## config.mk

```make
export PLATFORM = sky130hd
export DESIGN_NAME = lm_sm_sequencer_flat
export DESIGN_NICKNAME = d
export VERILOG_FILES = /design/src/rtl/lm_sm_sequencer_if.sv /design/src/rtl/lm_sm_sequencer.sv /design/src/flat_wrapper.sv
export SDC_FILE = /design/constraint.sdc
export NUM_CORES = 1
export LEC_CHECK = 0
export CORE_MARGIN = 2
export CORE_UTILIZATION = 40
export CTS_CLUSTER_SIZE = 40
export DETAILED_ROUTE_END_ITERATION = 12
export PLACE_DENSITY = 0.78
export SYNTH_ARGS = -nofsm -noshare
export SYNTH_HDL_FRONTEND = slang
export SYNTH_SLANG_ARGS = --single-unit
```

## constraint.sdc

```tcl
create_clock -name clk -period 1.75 [get_ports clk]
set_input_delay 0.35 -clock clk [delete_from_list [all_inputs] [get_ports clk]]
set_output_delay 0.35 -clock clk [all_outputs]
set_load 0.05 [all_outputs]
```

## src/rtl/lm_sm_sequencer_if.sv

```systemverilog
// ----------------------------------------------------------------------------
// lm_sm_sequencer_if
// Bundle between the decode stage (master) and the LM/SM sequencer (slave).
//   start      : decode presents a valid LM/SM this cycle
//   is_store   : 1 = SM, 0 = LM, sampled with start
//   imm8       : register mask, bit i selects Ri
//   base_addr  : start address (contents of RA), sampled with start
//   flush      : pipeline flush from branch/jump resolution
//   valid      : micro-op outputs valid this cycle
//   LM_reg     : register index of the current micro-op
//   mem_addr   : word address of the current micro-op
//   is_store_o : latched is_store for the current micro-op
//   last       : current micro-op is the final one of the instruction
//   stall      : hold PC/IF/ID this cycle (combinational)
//   busy       : sequencer is expanding an instruction
// ----------------------------------------------------------------------------
interface lm_sm_sequencer_if #(
    parameter int ADDR_W = 16
);
    logic              start;
    logic              is_store;
    logic [7:0]        imm8;
    logic [ADDR_W-1:0] base_addr;
    logic              flush;

    logic              valid;
    logic [2:0]        LM_reg;
    logic [ADDR_W-1:0] mem_addr;
    logic              is_store_o;
    logic              last;
    logic              stall;
    logic              busy;

    modport master (
        output start, is_store, imm8, base_addr, flush,
        input  valid, LM_reg, mem_addr, is_store_o, last, stall, busy
    );

    modport slave (
        input  start, is_store, imm8, base_addr, flush,
        output valid, LM_reg, mem_addr, is_store_o, last, stall, busy
    );
endinterface

```

## src/rtl/lm_sm_sequencer.sv

```systemverilog
// ----------------------------------------------------------------------------
// lm_sm_sequencer
// Decode-stage sequencer for Load/Store Multiple. Expands the 8-bit register
// mask into one micro-op per set bit, ascending register order, with a word
// address that increments by ADDR_STEP per transfer (modulo 2^ADDR_W).
// Ports:
//   clk   : system clock, rising edge
//   rst_n : synchronous active-low reset
//   bus   : lm_sm_sequencer_if.slave (request in, micro-op/stall out)
// All outputs except stall are registered.
// ----------------------------------------------------------------------------
module lm_sm_sequencer #(
    parameter int ADDR_W    = 16,
    parameter int ADDR_STEP = 1
) (
    input  logic                 clk,
    input  logic                 rst_n,
    lm_sm_sequencer_if.slave     bus
);

    typedef enum logic {S_IDLE = 1'b0, S_RUN = 1'b1} state_t;

    state_t            r_state;
    state_t            w_state_nxt;
    logic [7:0]        r_mask;       // bits still to be issued after current op
    logic              r_valid;
    logic [2:0]        r_lm_reg;
    logic [ADDR_W-1:0] r_mem_addr;
    logic              r_is_store;
    logic              r_last;
    logic              w_stall;

    // Index of the lowest set bit; scanning downward leaves the lowest one.
    function automatic logic [2:0] f_low_idx(input logic [7:0] m);
        logic [2:0] idx;
        idx = '0;
        for (int i = 7; i >= 0; i--) begin
            if (m[i]) idx = 3'(i);
        end
        return idx;
    endfunction

    logic [7:0] w_imm_rest;   // imm8 with its lowest set bit cleared
    logic [7:0] w_mask_rest;  // remaining mask with its lowest set bit cleared
    logic       w_can_take;   // sequencer free to accept (idle or final op)
    logic       w_accept;

    assign w_imm_rest  = bus.imm8 & (bus.imm8 - 8'd1);
    assign w_mask_rest = r_mask & (r_mask - 8'd1);
    assign w_can_take  = (r_state == S_IDLE) || r_last;
    // Zero mask is a NOP; flush wins over a new start.
    assign w_accept    = w_can_take && bus.start && (bus.imm8 != 8'd0) && !bus.flush;

    // ---------------- FSM: state register ----------------
    always_ff @(posedge clk) begin
        if (!rst_n) r_state <= S_IDLE;
        else        r_state <= w_state_nxt;
    end

    // ---------------- FSM: next state ----------------
    always_comb begin
        w_state_nxt = r_state;
        if (bus.flush) begin
            w_state_nxt = S_IDLE;
        end else begin
            case (r_state)
                S_IDLE: if (w_accept) w_state_nxt = S_RUN;
                S_RUN:  if (r_last)   w_state_nxt = w_accept ? S_RUN : S_IDLE;
                default:              w_state_nxt = S_IDLE;
            endcase
        end
    end

    // ---------------- FSM: outputs ----------------
    // Stall while more ops remain, or when a new multi-op instruction is
    // accepted (it will occupy decode for more than one cycle).
    always_comb begin
        w_stall = 1'b0;
        if (rst_n && !bus.flush) begin
            if ((r_state == S_RUN) && !r_last)
                w_stall = 1'b1;
            else if (w_can_take && bus.start && (w_imm_rest != 8'd0))
                w_stall = 1'b1;
        end
    end

    // ---------------- micro-op datapath ----------------
    // LM_reg/mem_addr intentionally hold while valid=0.
    always_ff @(posedge clk) begin
        if (!rst_n) begin
            r_valid    <= 1'b0;
            r_lm_reg   <= '0;
            r_mem_addr <= '0;
            r_is_store <= 1'b0;
            r_last     <= 1'b0;
            r_mask     <= '0;
        end else if (bus.flush) begin
            r_valid <= 1'b0;
            r_last  <= 1'b0;
            r_mask  <= '0;
        end else if (w_accept) begin
            r_valid    <= 1'b1;
            r_lm_reg   <= f_low_idx(bus.imm8);
            r_mem_addr <= bus.base_addr;
            r_is_store <= bus.is_store;
            r_mask     <= w_imm_rest;
            r_last     <= (w_imm_rest == 8'd0);
        end else if ((r_state == S_RUN) && !r_last) begin
            r_lm_reg   <= f_low_idx(r_mask);
            r_mem_addr <= r_mem_addr + ADDR_W'(ADDR_STEP);
            r_mask     <= w_mask_rest;
            r_last     <= (w_mask_rest == 8'd0);
        end else if (r_state == S_RUN) begin
            r_valid <= 1'b0;
            r_last  <= 1'b0;
        end
    end

    assign bus.valid      = r_valid;
    assign bus.LM_reg     = r_lm_reg;
    assign bus.mem_addr   = r_mem_addr;
    assign bus.is_store_o = r_is_store;
    assign bus.last       = r_last;
    assign bus.stall      = w_stall;
    assign bus.busy       = (r_state == S_RUN);

endmodule
```

## src/flat_wrapper.sv

```systemverilog
// flat-port wrapper written by rule: the top's interface ports become plain ports
module lm_sm_sequencer_flat 
#(
    parameter int ADDR_W    = 16,
    parameter int ADDR_STEP = 1
)
  (clk, rst_n, bus_start, bus_is_store, bus_imm8, bus_base_addr, bus_flush, bus_valid, bus_LM_reg, bus_mem_addr, bus_is_store_o, bus_last, bus_stall, bus_busy);
  lm_sm_sequencer_if #(.ADDR_W(ADDR_W)) bus_i ();
  input  logic clk;
  input  logic rst_n;
  input wire logic [$bits(bus_i.start)-1:0] bus_start;
  input wire logic [$bits(bus_i.is_store)-1:0] bus_is_store;
  input wire logic [$bits(bus_i.imm8)-1:0] bus_imm8;
  input wire logic [$bits(bus_i.base_addr)-1:0] bus_base_addr;
  input wire logic [$bits(bus_i.flush)-1:0] bus_flush;
  output wire logic [$bits(bus_i.valid)-1:0] bus_valid;
  output wire logic [$bits(bus_i.LM_reg)-1:0] bus_LM_reg;
  output wire logic [$bits(bus_i.mem_addr)-1:0] bus_mem_addr;
  output wire logic [$bits(bus_i.is_store_o)-1:0] bus_is_store_o;
  output wire logic [$bits(bus_i.last)-1:0] bus_last;
  output wire logic [$bits(bus_i.stall)-1:0] bus_stall;
  output wire logic [$bits(bus_i.busy)-1:0] bus_busy;
  assign bus_i.start = bus_start;
  assign bus_i.is_store = bus_is_store;
  assign bus_i.imm8 = bus_imm8;
  assign bus_i.base_addr = bus_base_addr;
  assign bus_i.flush = bus_flush;
  assign bus_valid = bus_i.valid;
  assign bus_LM_reg = bus_i.LM_reg;
  assign bus_mem_addr = bus_i.mem_addr;
  assign bus_is_store_o = bus_i.is_store_o;
  assign bus_last = bus_i.last;
  assign bus_stall = bus_i.stall;
  assign bus_busy = bus_i.busy;
  lm_sm_sequencer #(.ADDR_W(ADDR_W), .ADDR_STEP(ADDR_STEP)) u_core (.clk(clk), .rst_n(rst_n), .bus(bus_i));
endmodule
```

After elaboration in Yosys (flattened, before gate mapping) --
Index checks and enable logic that the tools add are counted. W data, S select, Z words.
Storage, ports and cells: bits in registers 31, output and inout bits 24
Operators by class: add/sub/neg operators 3, equal/unequal tests 1, mux-type cells 33, bitwise gates (word level) 5, reduce and logical (&&, ||, !) cells 20
Operators by type and width (count):
- $mux W3 | 18
- $mux W16 | 2
- $add A16 B1 Y16 const B | 1
- $and A8 B8 Y8 | 2
- $logic_not A8 Y1 | 2
- $mux W8 | 2
- $reduce_bool A8 Y1 | 2
- $sub A8 B1 Y8 const B | 2
- $mux W1 | 10
- $logic_and A1 B1 Y1 | 6
- $reduce_and A2 Y1 | 3
- $reduce_bool A2 Y1 | 2
- $not A1 Y1 | 3
- $reduce_bool A3 Y1 | 1
- $logic_not A1 Y1 | 2
- $ne A2 B1 Y1 const B | 1
- $pmux W1 S2 | 1
- $reduce_or A2 Y1 | 1
- $logic_or A1 B1 Y1 | 1

Depth between registers and ports, before layout --
depth in word-level cells 10, gate-level depth with buffers 8

Worst setup path before layout --
OpenSTA, ideal clock, no wires.
path kind reg-to-output, start point register u_core.r_state, in the netlist u_core.bus.busy, end point output port bus_stall, arrival time 1.863 ns, data required time 1.400 ns, slack -0.463 ns, stages on the path, launching flop included 5, cell sequence dfxtp_1 nor2b_1 clkbuf_1 a21oi_1 nor2_1
Between the ends: longest elaborated chain between the ends 7, elaborated cells between the ends (all ways) 8, those cells by class mux: 3; bitwise: 1; reduce/logical: 4
Ends and longest elaborated chain:
- start, declared | RTL line lm_sm_sequencer.sv:23 | state_t r_state;
- start signal, assigned | RTL line lm_sm_sequencer.sv:57 | else r_state <= w_state_nxt;
- $not A1 Y1 | RTL line lm_sm_sequencer.sv:50 | assign w_can_take = (r_state == S_IDLE) || r_last;
- $logic_or A1 B1 Y1 | RTL line lm_sm_sequencer.sv:50
- $logic_and A1 B1 Y1 (2 in series) | RTL line lm_sm_sequencer.sv:82 | else if (w_can_take && bus.start && (w_imm_rest != 8'd0))
- $mux W1 | RTL line lm_sm_sequencer.sv:82
- $mux W1 * | RTL line lm_sm_sequencer.sv:80 | if ((r_state == S_RUN) && !r_last)
- $mux W1 * | RTL line lm_sm_sequencer.sv:79 | if (rst_n && !bus.flush) begin
- end, declared | RTL line flat_wrapper.sv:21 | output wire logic [$bits(bus_i.stall)-1:0] bus_stall;
Every way passes the cells marked *; elsewhere a longest branch is shown, timed or not.

Worst setup path in the final report --
start point input port bus_imm8[1], end point output port bus_stall
Between the ends: longest elaborated chain between the ends 7
Ends and longest elaborated chain:
- start, declared | RTL line flat_wrapper.sv:13 | input wire logic [$bits(bus_i.imm8)-1:0] bus_imm8;
- $sub A8 B1 Y8 | RTL line lm_sm_sequencer.sv:48 | assign w_imm_rest = bus.imm8 & (bus.imm8 - 8'd1);
- $and A8 B8 Y8 * | RTL line lm_sm_sequencer.sv:48
- $reduce_bool A8 Y1 * | RTL line lm_sm_sequencer.sv:82
- $logic_and A1 B1 Y1 * | RTL line lm_sm_sequencer.sv:82
- $mux W1 * | RTL line lm_sm_sequencer.sv:82
- $mux W1 * | RTL line lm_sm_sequencer.sv:80
- $mux W1 * | RTL line lm_sm_sequencer.sv:79
Marked as above.

==> metrics.md <==
| Metric | Value |
|---|---|
| First-pass GRT wire length | `10.29 mm` |
| Sink Count | `30` |
| Core ar. | `0.004414 sq mm` |
| Cell Rows | `24` |
| Setup WS pre-CTS | `-0.6353 ns` |
| Buffers on Ports | `52` |
| Max_slew headroom | `66.59%` |
| Vias in the first global route | `2136` |
| CTS root buffer | `clkbuf_8` |
| Die area | `0.005190 sq mm` |
| Status | `complete, but fails checks` |
| Nets@finish | `361` |
| DP HPWL | `4.034 mm` |
| Register area share after synthesis | `32.43%` |
| CP Launch Type | `primary input` |
| Worst setup EP type | `primary output` |
| Fin. Hold Viols | `0` |
| Ys flop type | `dfxtp_1` |
| Worst hold slack | `0.4641 ns` |
| Final WL | `6.268 mm` |
| Max IR drop VDD | `0.4255 mV` |
| Avg Inst Size Synth | `7.620 sq um` |
| Final Power | `1.926 mW` |
| Vias per cell | `6.128` |
| Min Clock Period, post-route | `1.964 ns` |
| Hold Crit Start | `u_core.bus.LM_reg[2]$_SDFFE_PN0P_` |
| Routed Antenna Nets | `0` |
| Most common cell after layout, fill and taps aside | `buf_4` |
| Antenna violations before repair | `0` |
| WP data arrival | `1.61 ns` |
| Reg-to-reg startpoint | `u_core.bus.mem_addr[6]$_SDFFE_PN0P_` |
| CTS buffer count | `5` |
| Reg2Reg Capture Point | `u_core.bus.mem_addr[13]$_SDFFE_PN0P_` |
| Via count | `2353` |
| # H-tree levels | `2` |
| Asr flop ratio synth | `0%` |
| Drt wl/cell | `16.32 um` |
| Setup_tns | `-0.2143 ns` |
| Layout cell share with drive strength beyond 1 | `36.45%` |
| Final Cycle Share | `112.2%` |
| Failing checks | `negative setup slack` |
| Initial core utilization | `41.95%` |
| R2R setup slack | `0.10 ns` |
| Yosys Warn Count | `0` |
| Cells on Worst Hold Path | `2` |
| Worst-path clk slew | `0.06 ns` |
| Ports | `53` |
| PD cells | `642.6 mW/mm^2` |
| Largest net degree at the start of global routing | `17` |
| Antenna diode count | `0` |
| Fmax | `509.1 MHz` |
| Worst hold path class | `register to register` |
| R2r worst-path depth | `5` |
| Synthesized Nets | `273` |
| Drt pass-1 iters | `5` |
| Commonest non-fill, non-tap cells in the layout | `59 x buf_4, 33 x a21oi_1, 27 x nand2_1` |
| Setup slack after layout | `-0.2143 ns` |
| RSZ-0062 raised after global routing | `true` |
| Chip height | `72.04 um` |
| Gpl congestion | `0.8480` |
| Cell count after synthesis | `243` |
| Clock Path Buffers | `2` |
| Crit Path Class | `primary input to primary output` |
| Slew Limit Fails | `0` |
| Flops & latches, synth | `30` |
| Worst-Skew Late Latency | `0.28 ns` |
| Max FFs per register | `16` |
| Die width | `72.04 um` |
| Area Overhead vs Synth | `61.82%` |
| DRT iter0 DRCs | `321` |
| Critical Path RT | `1.40 ns` |
| Synth unique cells | `54` |
| Static Leak | `1.196 nW` |
| GR Overflow Total | `0` |
| Residual DRC count | `0` |
| Post-Syn Area | `0.001852 sq mm` |
| Hold EP | `u_core.bus.LM_reg[2]$_SDFFE_PN0P_` |
| Final setup viols | `1` |
| Max-cap check violation count | `0` |
| Number of flops mapped to enable cells by yosys | `0` |
| Skew final | `0.003437 ns` |
| Worst-Margin Slew | `0.4949 ns` |
| All-Layer GR Usage | `24.95%` |
| CP Max Fanout | `2` |
| CTS tree | `built` |
worst max-delay path by stage:
| stage | from | end | slack [ns] | cells past startpoint |
|---|---|---|---|---|
| floorplan | bus_imm8[1] | bus_stall | -0.16 | 7 |
| global placement | bus_imm8[0] | bus_stall | -0.61 | 7 |
| detailed placement | bus_imm8[0] | bus_stall | -0.64 | 7 |
| CTS | bus_imm8[1] | bus_stall | -0.22 | 7 |
| global route | bus_imm8[1] | bus_stall | -0.27 | 7 |
| finish | bus_imm8[1] | bus_stall | -0.21 | 7 |
logic make-up (layout without fill, tap and decap cells):
kind of cell               count (synthesis)  after routing  share of synthesized area [%]
adders and majority gates                  3              3                          1.757
and+or+nand+nor                           91             91                          24.59
buffers and inverters                     23            112                          5.743
DFF                                       30             30                          32.43
muxes                                      3              3                          1.892
AOI/OAI and AO/OA                         93             93                          33.58
synth_stat cells (3+ instances only):
library cell / count / area (sq um)
a21boi_0: 3 / 22.52
a21oi_1: 35 / 175.2
a31oi_1: 3 / 18.77
buf_2: 4 / 20.02
clkbuf_1: 9 / 33.78
dfxtp_1: 30 / 600.6
inv_1: 6 / 22.52
nand2_1: 27 / 101.4
nand2b_1: 3 / 18.77
nand3_1: 9 / 45.04
nor2_1: 18 / 67.56
nor3_1: 11 / 55.05
nor4_1: 3 / 18.77
o211ai_1: 10 / 75.07
o21ai_0: 10 / 50.05
o22ai_1: 6 / 37.54
o311ai_0: 3 / 26.28
layout make-up:
class	count	area, sq um
Inverter	6	22.52
Clock buffer	8	110.1
Timing Repair Buffer	98	914.6
Multi-Input combinational cell	190	1271
Sequential cell	30	613.1
Fill cell	344	1418
Tap cell	52	65.06
per-stage QoR:
stage / instances / instance area [sq um] / util [%]
after floorplan: 243 / 1913 / -
after global placement: 370 / 2681 / 60.74
after detailed placement: 370 / 2681 / 60.74
after CTS: 384 / 2969 / 67.26
after global routing: 384 / 2997 / 67.89
final: 384 / 2997 / 67.89
worst max-delay path: stages:
cell and delay [ns]:
buf_6 0.09, or4_4 0.55, nor3_4 0.13, o22ai_2 0.12, a21oi_2 0.18, nor2_4 0.04
buf_6 0.15
routing by layer:
metal  wire, um  share of wire (%)  vias up  track usage [%]
li1           -                  -     1102                -
met1       2602                 42     1090            33.48
met2       2989                 48      140            40.74
met3        527                8.4       21            4.722
met4        148                2.4        0            7.757
met5          0                  0        -                0
report_power, final:
group | total, mW | internal [mW] | switching (mW)
clock | 0.654 | 0.397 | 0.257
combinational | 0.534 | 0.251 | 0.283
sequential | 0.737 | 0.710 | 0.0271
total | 1.93 | 1.36 | 0.568
what timing repair did:
| action | in CTS | in global routing |
|---|---|---|
| setup endpoints to repair | 30 | 20 |
| buffers inserted | 5 | 1 |
| cloned | 2 | 0 |
| endpoints found under the hold margin | 0 | 0 |
| pin swaps | 12 | 9 |
| resized for setup | 39 | 12 |
| hold buffers | 0 | 0 |
(Power assumes the default switching activity.)
